File: src/rtl/uart_rx_fifo.sv
`default_nettype none
// ============================================================================
// uart_rx_fifo : oversampled UART receiver feeding an error-tagged RX FIFO
// Revision     : 1.0
// ============================================================================
module uart_rx_fifo #(
  parameter int FIFO_DEPTH  = 16,
  parameter int OVERSAMPLE  = 16,
  parameter int SYNC_STAGES = 2
) (
  input  logic                          clk,
  input  logic                          rst,
  input  logic [1:0]                    word_length,
  input  logic [15:0]                   baud_div,
  input  logic [2:0]                    parity,
  input  logic                          rx,
  input  logic                          read_flag,
  input  logic                          fifo_clear,
  input  logic [1:0]                    trig_level,
  output logic [7:0]                    po_rx_data,
  output logic                          parity_error,
  output logic                          framing_error,
  output logic                          break_int,
  output logic                          data_ready,
  output logic                          overrun_error,
  output logic [$clog2(FIFO_DEPTH):0]   fifo_count,
  output logic                          rx_int,
  output logic                          rx_busy
);

  localparam int PW  = $clog2(FIFO_DEPTH);
  localparam int CW  = PW + 1;
  localparam int SCW = $clog2(OVERSAMPLE);

  localparam logic [SCW-1:0] MID_LO = SCW'(OVERSAMPLE / 2 - 1);
  localparam logic [SCW-1:0] MID    = SCW'(OVERSAMPLE / 2);
  localparam logic [SCW-1:0] MID_HI = SCW'(OVERSAMPLE / 2 + 1);
  localparam logic [SCW-1:0] LAST   = SCW'(OVERSAMPLE - 1);

  localparam logic [2:0] S_IDLE      = 3'd0;
  localparam logic [2:0] S_START     = 3'd1;
  localparam logic [2:0] S_DATA      = 3'd2;
  localparam logic [2:0] S_PARITY    = 3'd3;
  localparam logic [2:0] S_STOP      = 3'd4;
  localparam logic [2:0] S_WAIT_HIGH = 3'd5;

  logic [SYNC_STAGES-1:0] sync_q, sync_d;
  logic [2:0]             state_q, state_d;
  logic [15:0]            div_cnt_q, div_cnt_d;
  logic [15:0]            baud_q, baud_d;
  logic [SCW-1:0]         samp_cnt_q, samp_cnt_d;
  logic [1:0]             smp_q, smp_d;
  logic [2:0]             bit_cnt_q, bit_cnt_d;
  logic [7:0]             data_q, data_d;
  logic                   par_bit_q, par_bit_d;
  logic [PW-1:0]          wr_ptr_q, wr_ptr_d;
  logic [PW-1:0]          rd_ptr_q, rd_ptr_d;
  logic [CW-1:0]          count_q, count_d;
  logic                   overrun_q, overrun_d;
  logic [10:0]            mem_q [FIFO_DEPTH];

  logic        rx_s, start_det, tick, vote_now, bit_end, vote, last_data;
  logic        push_req, exp_par, full, empty, pop, do_push, wr_en;
  logic [10:0] entry, head;
  logic [8:0]  trig_raw, trig_eff;

  assign rx_s      = sync_q[SYNC_STAGES-1];
  assign start_det = (state_q == S_IDLE) && !rx_s && (baud_div != 16'd0);
  assign tick      = (state_q != S_IDLE) && (div_cnt_q == baud_q - 16'd1);
  assign vote_now  = tick && (samp_cnt_q == MID_HI);
  assign bit_end   = tick && (samp_cnt_q == LAST);
  assign vote      = (smp_q[0] & smp_q[1]) | (smp_q[0] & rx_s) | (smp_q[1] & rx_s);
  assign last_data = (bit_cnt_q == (3'd4 + {1'b0, word_length}));

  always_ff @(posedge clk) begin
    if (rst) begin
      sync_q     <= {SYNC_STAGES{1'b1}};
      state_q    <= S_IDLE;
      div_cnt_q  <= '0;
      baud_q     <= '0;
      samp_cnt_q <= '0;
      smp_q      <= '0;
      bit_cnt_q  <= '0;
      data_q     <= '0;
      par_bit_q  <= 1'b0;
      wr_ptr_q   <= '0;
      rd_ptr_q   <= '0;
      count_q    <= '0;
      overrun_q  <= 1'b0;
    end else begin
      sync_q     <= sync_d;
      state_q    <= state_d;
      div_cnt_q  <= div_cnt_d;
      baud_q     <= baud_d;
      samp_cnt_q <= samp_cnt_d;
      smp_q      <= smp_d;
      bit_cnt_q  <= bit_cnt_d;
      data_q     <= data_d;
      par_bit_q  <= par_bit_d;
      wr_ptr_q   <= wr_ptr_d;
      rd_ptr_q   <= rd_ptr_d;
      count_q    <= count_d;
      overrun_q  <= overrun_d;
    end
  end

  always_comb begin
    state_d = state_q;
    case (state_q)
      S_IDLE:      if (start_det) state_d = S_START;
      S_START: begin
        if (vote_now && vote) state_d = S_IDLE;
        else if (bit_end)     state_d = S_DATA;
      end
      S_DATA:      if (bit_end && last_data) state_d = parity[0] ? S_PARITY : S_STOP;
      S_PARITY:    if (bit_end) state_d = S_STOP;
      S_STOP:      if (vote_now) state_d = vote ? S_IDLE : S_WAIT_HIGH;
      S_WAIT_HIGH: if (rx_s) state_d = S_IDLE;
      default:     state_d = S_IDLE;
    endcase
  end

  always_comb begin
    push_req = (state_q == S_STOP) && vote_now;
    rx_busy  = (state_q != S_IDLE);
  end

  // Bit timing restarts on the start edge; baud_div is captured there so a
  // mid-frame change only affects the following frame.
  always_comb begin
    sync_d     = {sync_q[SYNC_STAGES-2:0], rx};
    div_cnt_d  = div_cnt_q;
    baud_d     = baud_q;
    samp_cnt_d = samp_cnt_q;
    smp_d      = smp_q;
    bit_cnt_d  = bit_cnt_q;
    data_d     = data_q;
    par_bit_d  = par_bit_q;
    if (start_det) begin
      div_cnt_d  = '0;
      baud_d     = baud_div;
      samp_cnt_d = '0;
      bit_cnt_d  = '0;
      data_d     = '0;
      par_bit_d  = 1'b0;
    end else if (state_q != S_IDLE) begin
      div_cnt_d = tick ? 16'd0 : div_cnt_q + 16'd1;
      if (tick) samp_cnt_d = bit_end ? '0 : samp_cnt_q + 1'b1;
      if (tick && samp_cnt_q == MID_LO) smp_d[0] = rx_s;
      if (tick && samp_cnt_q == MID)    smp_d[1] = rx_s;
      if (vote_now && state_q == S_DATA)   data_d[bit_cnt_q] = vote;
      if (vote_now && state_q == S_PARITY) par_bit_d = vote;
      if (bit_end && state_q == S_DATA)    bit_cnt_d = bit_cnt_q + 3'd1;
    end
  end

  // Unused upper data bits stay zero, so the reduction covers active bits only.
  always_comb begin
    exp_par = parity[2] ? ~parity[1] : (parity[1] ? ^data_q : ~^data_q);
    entry   = {(data_q == 8'd0) && (!parity[0] || !par_bit_q) && !vote,
               !vote,
               parity[0] && (par_bit_q != exp_par),
               data_q};
  end

  always_comb begin
    full      = (count_q == CW'(FIFO_DEPTH));
    empty     = (count_q == '0);
    pop       = read_flag && !empty;
    do_push   = push_req && !full;
    wr_en     = do_push && !fifo_clear;
    wr_ptr_d  = wr_ptr_q;
    rd_ptr_d  = rd_ptr_q;
    count_d   = count_q;
    overrun_d = overrun_q;
    if (fifo_clear) begin
      wr_ptr_d = '0;
      rd_ptr_d = '0;
      count_d  = '0;
    end else begin
      if (do_push) wr_ptr_d = wr_ptr_q + 1'b1;
      if (pop)     rd_ptr_d = rd_ptr_q + 1'b1;
      count_d = count_q + CW'(do_push) - CW'(pop);
    end
    if (push_req && full)             overrun_d = 1'b1;
    else if (read_flag || fifo_clear) overrun_d = 1'b0;
  end

  always_ff @(posedge clk) begin
    if (wr_en) mem_q[wr_ptr_q] <= entry;
  end

  always_comb begin
    head = empty ? 11'd0 : mem_q[rd_ptr_q];
    case (trig_level)
      2'b00:   trig_raw = 9'd1;
      2'b01:   trig_raw = 9'd4;
      2'b10:   trig_raw = 9'd8;
      default: trig_raw = 9'd14;
    endcase
    trig_eff = (trig_raw > 9'(FIFO_DEPTH)) ? 9'(FIFO_DEPTH) : trig_raw;
  end

  assign po_rx_data    = head[7:0];
  assign parity_error  = head[8];
  assign framing_error = head[9];
  assign break_int     = head[10];
  assign data_ready    = !empty;
  assign overrun_error = overrun_q;
  assign fifo_count    = count_q;
  assign rx_int        = (9'(count_q) >= trig_eff);

endmodule
`default_nettype wire

File: config.mk
export PLATFORM = sky130hd
export DESIGN_NAME = uart_rx_fifo
export DESIGN_NICKNAME = d
export VERILOG_FILES = /design/src/rtl/uart_rx_fifo.sv
export SDC_FILE = /design/constraint.sdc
export NUM_CORES = 1
export LEC_CHECK = 0
export CAP_MARGIN = 20
export CORE_MARGIN = 2
export CORE_UTILIZATION = 50
export CTS_CLUSTER_SIZE = 10
export DETAILED_ROUTE_END_ITERATION = 10
export GPL_TIMING_DRIVEN = 0
export PLACE_DENSITY_LB_ADDON = 0.05
export SYNTH_ARGS = -nofsm -noshare
export SYNTH_HDL_FRONTEND = slang
export SYNTH_SLANG_ARGS = --single-unit
export TNS_END_PERCENT = 20
File: constraint.sdc
create_clock -name clk -period 5.2 [get_ports clk]
set_input_delay 0.52 -clock clk [delete_from_list [all_inputs] [get_ports clk]]
set_output_delay 0.52 -clock clk [all_outputs]
set_load 0.005 [all_outputs]
==> flow_summary.toml <==
[status]
status = "complete, no violations"

[synth]
synth_seq_cells = 249
synth-compound-area-share = 0.0527
synthAdderAreaFrac = 0.0297
synth_cell_type_count = 63
syn_area_per_cell_um2 = 13.8
synthCells = 811
syn_area_mm2 = 0.0112
synth_common_cells = "edfxtp_1 (176), dfxtp_1 (73), nor2_1 (63)"
synth-async-reset-ratio = 0
synth_nets = 865
synth_top_area_frac = 0.471
synth_top_family_by_area = "multiplexers"
synth_edf_count = 176
synthMuxAreaShare = 0.130
yosysWarnings = 0
synth_largest_area_cell = "edfxtp_1"
seq_area_frac_synth = 0.602
synth_top_flop_cell = "edfxtp_1"
synth_xor_area_frac = 0.0351
synth-simple-area-share = 0.124
synthTopCellsByArea = "edfxtp_1 (47%), dfxtp_1 (13%), mux4_2 (11%)"
synth_most_common_cell = "edfxtp_1"

[floorplanning]
die_y_um = 154
io_pins = 48
core_area_mm2 = 0.0219
num_rows = 54
die_area_mm2 = 0.0236
dieWidth_um = 154
initial_core_util = 0.512

[detailed_routing]
ant_nets = 0
vias = 7076
avgViaCountPerCell = 5.85
wl_per_cell_um = 21.4
drtIter0Drc = 645
wl_um = 25900
first_pass_iters = 5
drc = 0

[placed_design]
gp_congestion = 0.891
port_buffers = 46
hpwl_um = 18300
dpl_cell_area_mm2 = 0.0123
dp.cells = 1158

[grt]
grt_pass1_vias = 7325
antenna_found_initial = 0
grt_start_max_net_pins = 24
grt_pass1_wl_um = 40600
track_usage = 0.220
grt.overflow.total = 0

[clock_network]
cts_repair_resize_count = 0
clockBufferDepth = 3
h-tree-depth = 1
cts.clk_slew.worst_paths_ns = 0.05
hold_buffers = 0
cts_tree = "yes"
cts_made_buffers = 29
clk_latency_ns = 0.53
root_buffer = "clkbuf_16"
cts_sinks = 249
post_cts_buffers = 0

[layout]
drive_gt1_frac = 0.163
diodes = 0
stdcell_count = 1210
stdcell_area_mm2 = 0.0131
post-route-util = 0.599
nFillCells = 1736
area_growth_pct = 17.0
fin_nets = 963

[worst_setup_path]
cp-start-kind = "register"
path_class = "register to register"
critPathMaxFanout = 10
cp-end-kind = "register"
crit_chain = "inv_1 -> ha_1 -> nor4b_2 -> nand4_1 -> xnor2_1 -> nand3_1 -> a2111oi_2 -> nand4_1 -> buf_2 -> ha_1 -> inv_1 -> ha_1 -> inv_1 -> fa_1 -> inv_1 -> a21oi_1 -> nor2_1 -> or3_1 -> a21oi_1"
cpMaxStageDelayCell = "nand4_1"
max_stage_delay_ns = 0.47
critPathRequiredTime_ns = 5.66
crit_top_cell = "inv_1"
cp.arrival_ns = 5.16
crit_cells = 19
crit_buf_inv = 5
r2r_start = "baud_q[0]"
cp_top_family = "simple AND/OR/NAND/NOR gates"
r2r_cells = 19
crit_path_start = "baud_q[0]"

[sta]
post-route-period-util = 0.904
finalClockSkew_ns = 0.0188
max-slew-margin-rel = 0.285
max_freq_mhz = 213
drv_slew = 0
setup_viol = 0
fin_crit_ns = 4.70
worstMarginPinSlew_ns = 1.06
final-hold-violation-count = 0
rsz0062_at_grt = "false"

[power_and_ir_drop]
power_frac_clock = 0.354
switching_share = 0.267
p_int_w = 0.00369
switchingPower_w = 0.00134
pwr-share-comb = 0.211
total_power_w = 0.00503
ir_worst_vdd_v = 0.000273
p_leak_nw = 4.50
p_per_area_mw_per_mm2 = 384
pwr-share-seq = 0.435

[min_path]
hold_start = "sync_q[0]"
hold_depth = 1
hp-class = "register to register"

[flow_run]
maxCapViolations = 0
final timing paths:
path,slack [ns],endpoint
hold reg to reg,0.43,sync_q[1]
setup reg to reg,0.50,fifo_count[4]
setup / recovery,0.50,fifo_count[4]
hold / removal,0.43,sync_q[1]
state kept, by name, summed over array words and instances (netlist names), named ones only:
register and flops:
sync_q 2, div_cnt_q 16, rd_ptr_q 4, wr_ptr_q 4, state_q 3, fifo_count 5, data_q 8, overrun_error 1
samp_cnt_q 4, par_bit_q 1, bit_cnt_q 3, baud_q 16, smp_q 2, mem_q 176
layout make-up:
class,count,area [um^2],area share
Clock inverter,2,13.8,0.00105
Timing Repair Buffer,67,649,0.0495
Sequential cell,249,6750,0.514
Buffer,41,186,0.0142
Inverter,32,120,0.00916
Tap cell,280,350,0.0267
Clock buffer,50,805,0.0613
Multi-Input combinational cell,489,4250,0.324
cell families (layout without fill, tap and decap cells):
logic type                 count (synthesis)  in the layout
adders and majority gates                 26             26
buffers and inverters                     73            192
and+or+nand+nor                          251            251
xor gates and xnor gates                  45             45
AOI/OAI and AO/OA                         90             90
DFF                                      249            249
muxes                                     77             77
power groups by stage:
stage / clock network [W] / logic (W) / registers (W)
2_1_floorplan: 0 / 0.000691 / 0.00222
3_3_place_gp: 0 / 0.00103 / 0.00223
3_5_place_dp: 0 / 0.00106 / 0.00223
4_1_cts: 0.00181 / 0.00106 / 0.00219
5_1_grt: 0.00190 / 0.00117 / 0.00220
6_report: 0.00178 / 0.00106 / 0.00219
through the flow:
| step | TNS [ns] | hold slack [ns] | setup WS (ns) |
|---|---|---|---|
| floorplan | 0 | 0.389 | 1.48 |
| global placement | -16.38 | 0.421 | -0.568 |
| detailed placement | 0 | 0.418 | 0.579 |
| CTS | 0 | 0.435 | 0.558 |
| global route | 0 | 0.448 | 0.163 |
| finish | 0 | 0.431 | 0.499 |
cell usage in the layout, fill, tap and decap left out, drive strengths merged, types with 11 or more instances in the layout:
master           n
nor2b           22
clkdlybuf4s50   46
mux2i           22
nor3            26
mux4            55
nand2           27
inv             31
xor2            27
edfxtp         176
buf             37
o21ai           22
dfxtp           73
nor2            64
nand4           20
nand3           23
xnor2           18
or3             19
nor4            11
ha              25
clkbuf          75
a21oi           31
routing by layer:
layer	up-vias	GRT usage	share of wire
li1	3286	-	-
met1	3579	0.297	0.43
met2	173	0.381	0.51
met3	38	0.0296	0.046
met4	0	0.0498	0.018
met5	-	0	0
(Power assumes the default switching activity.)
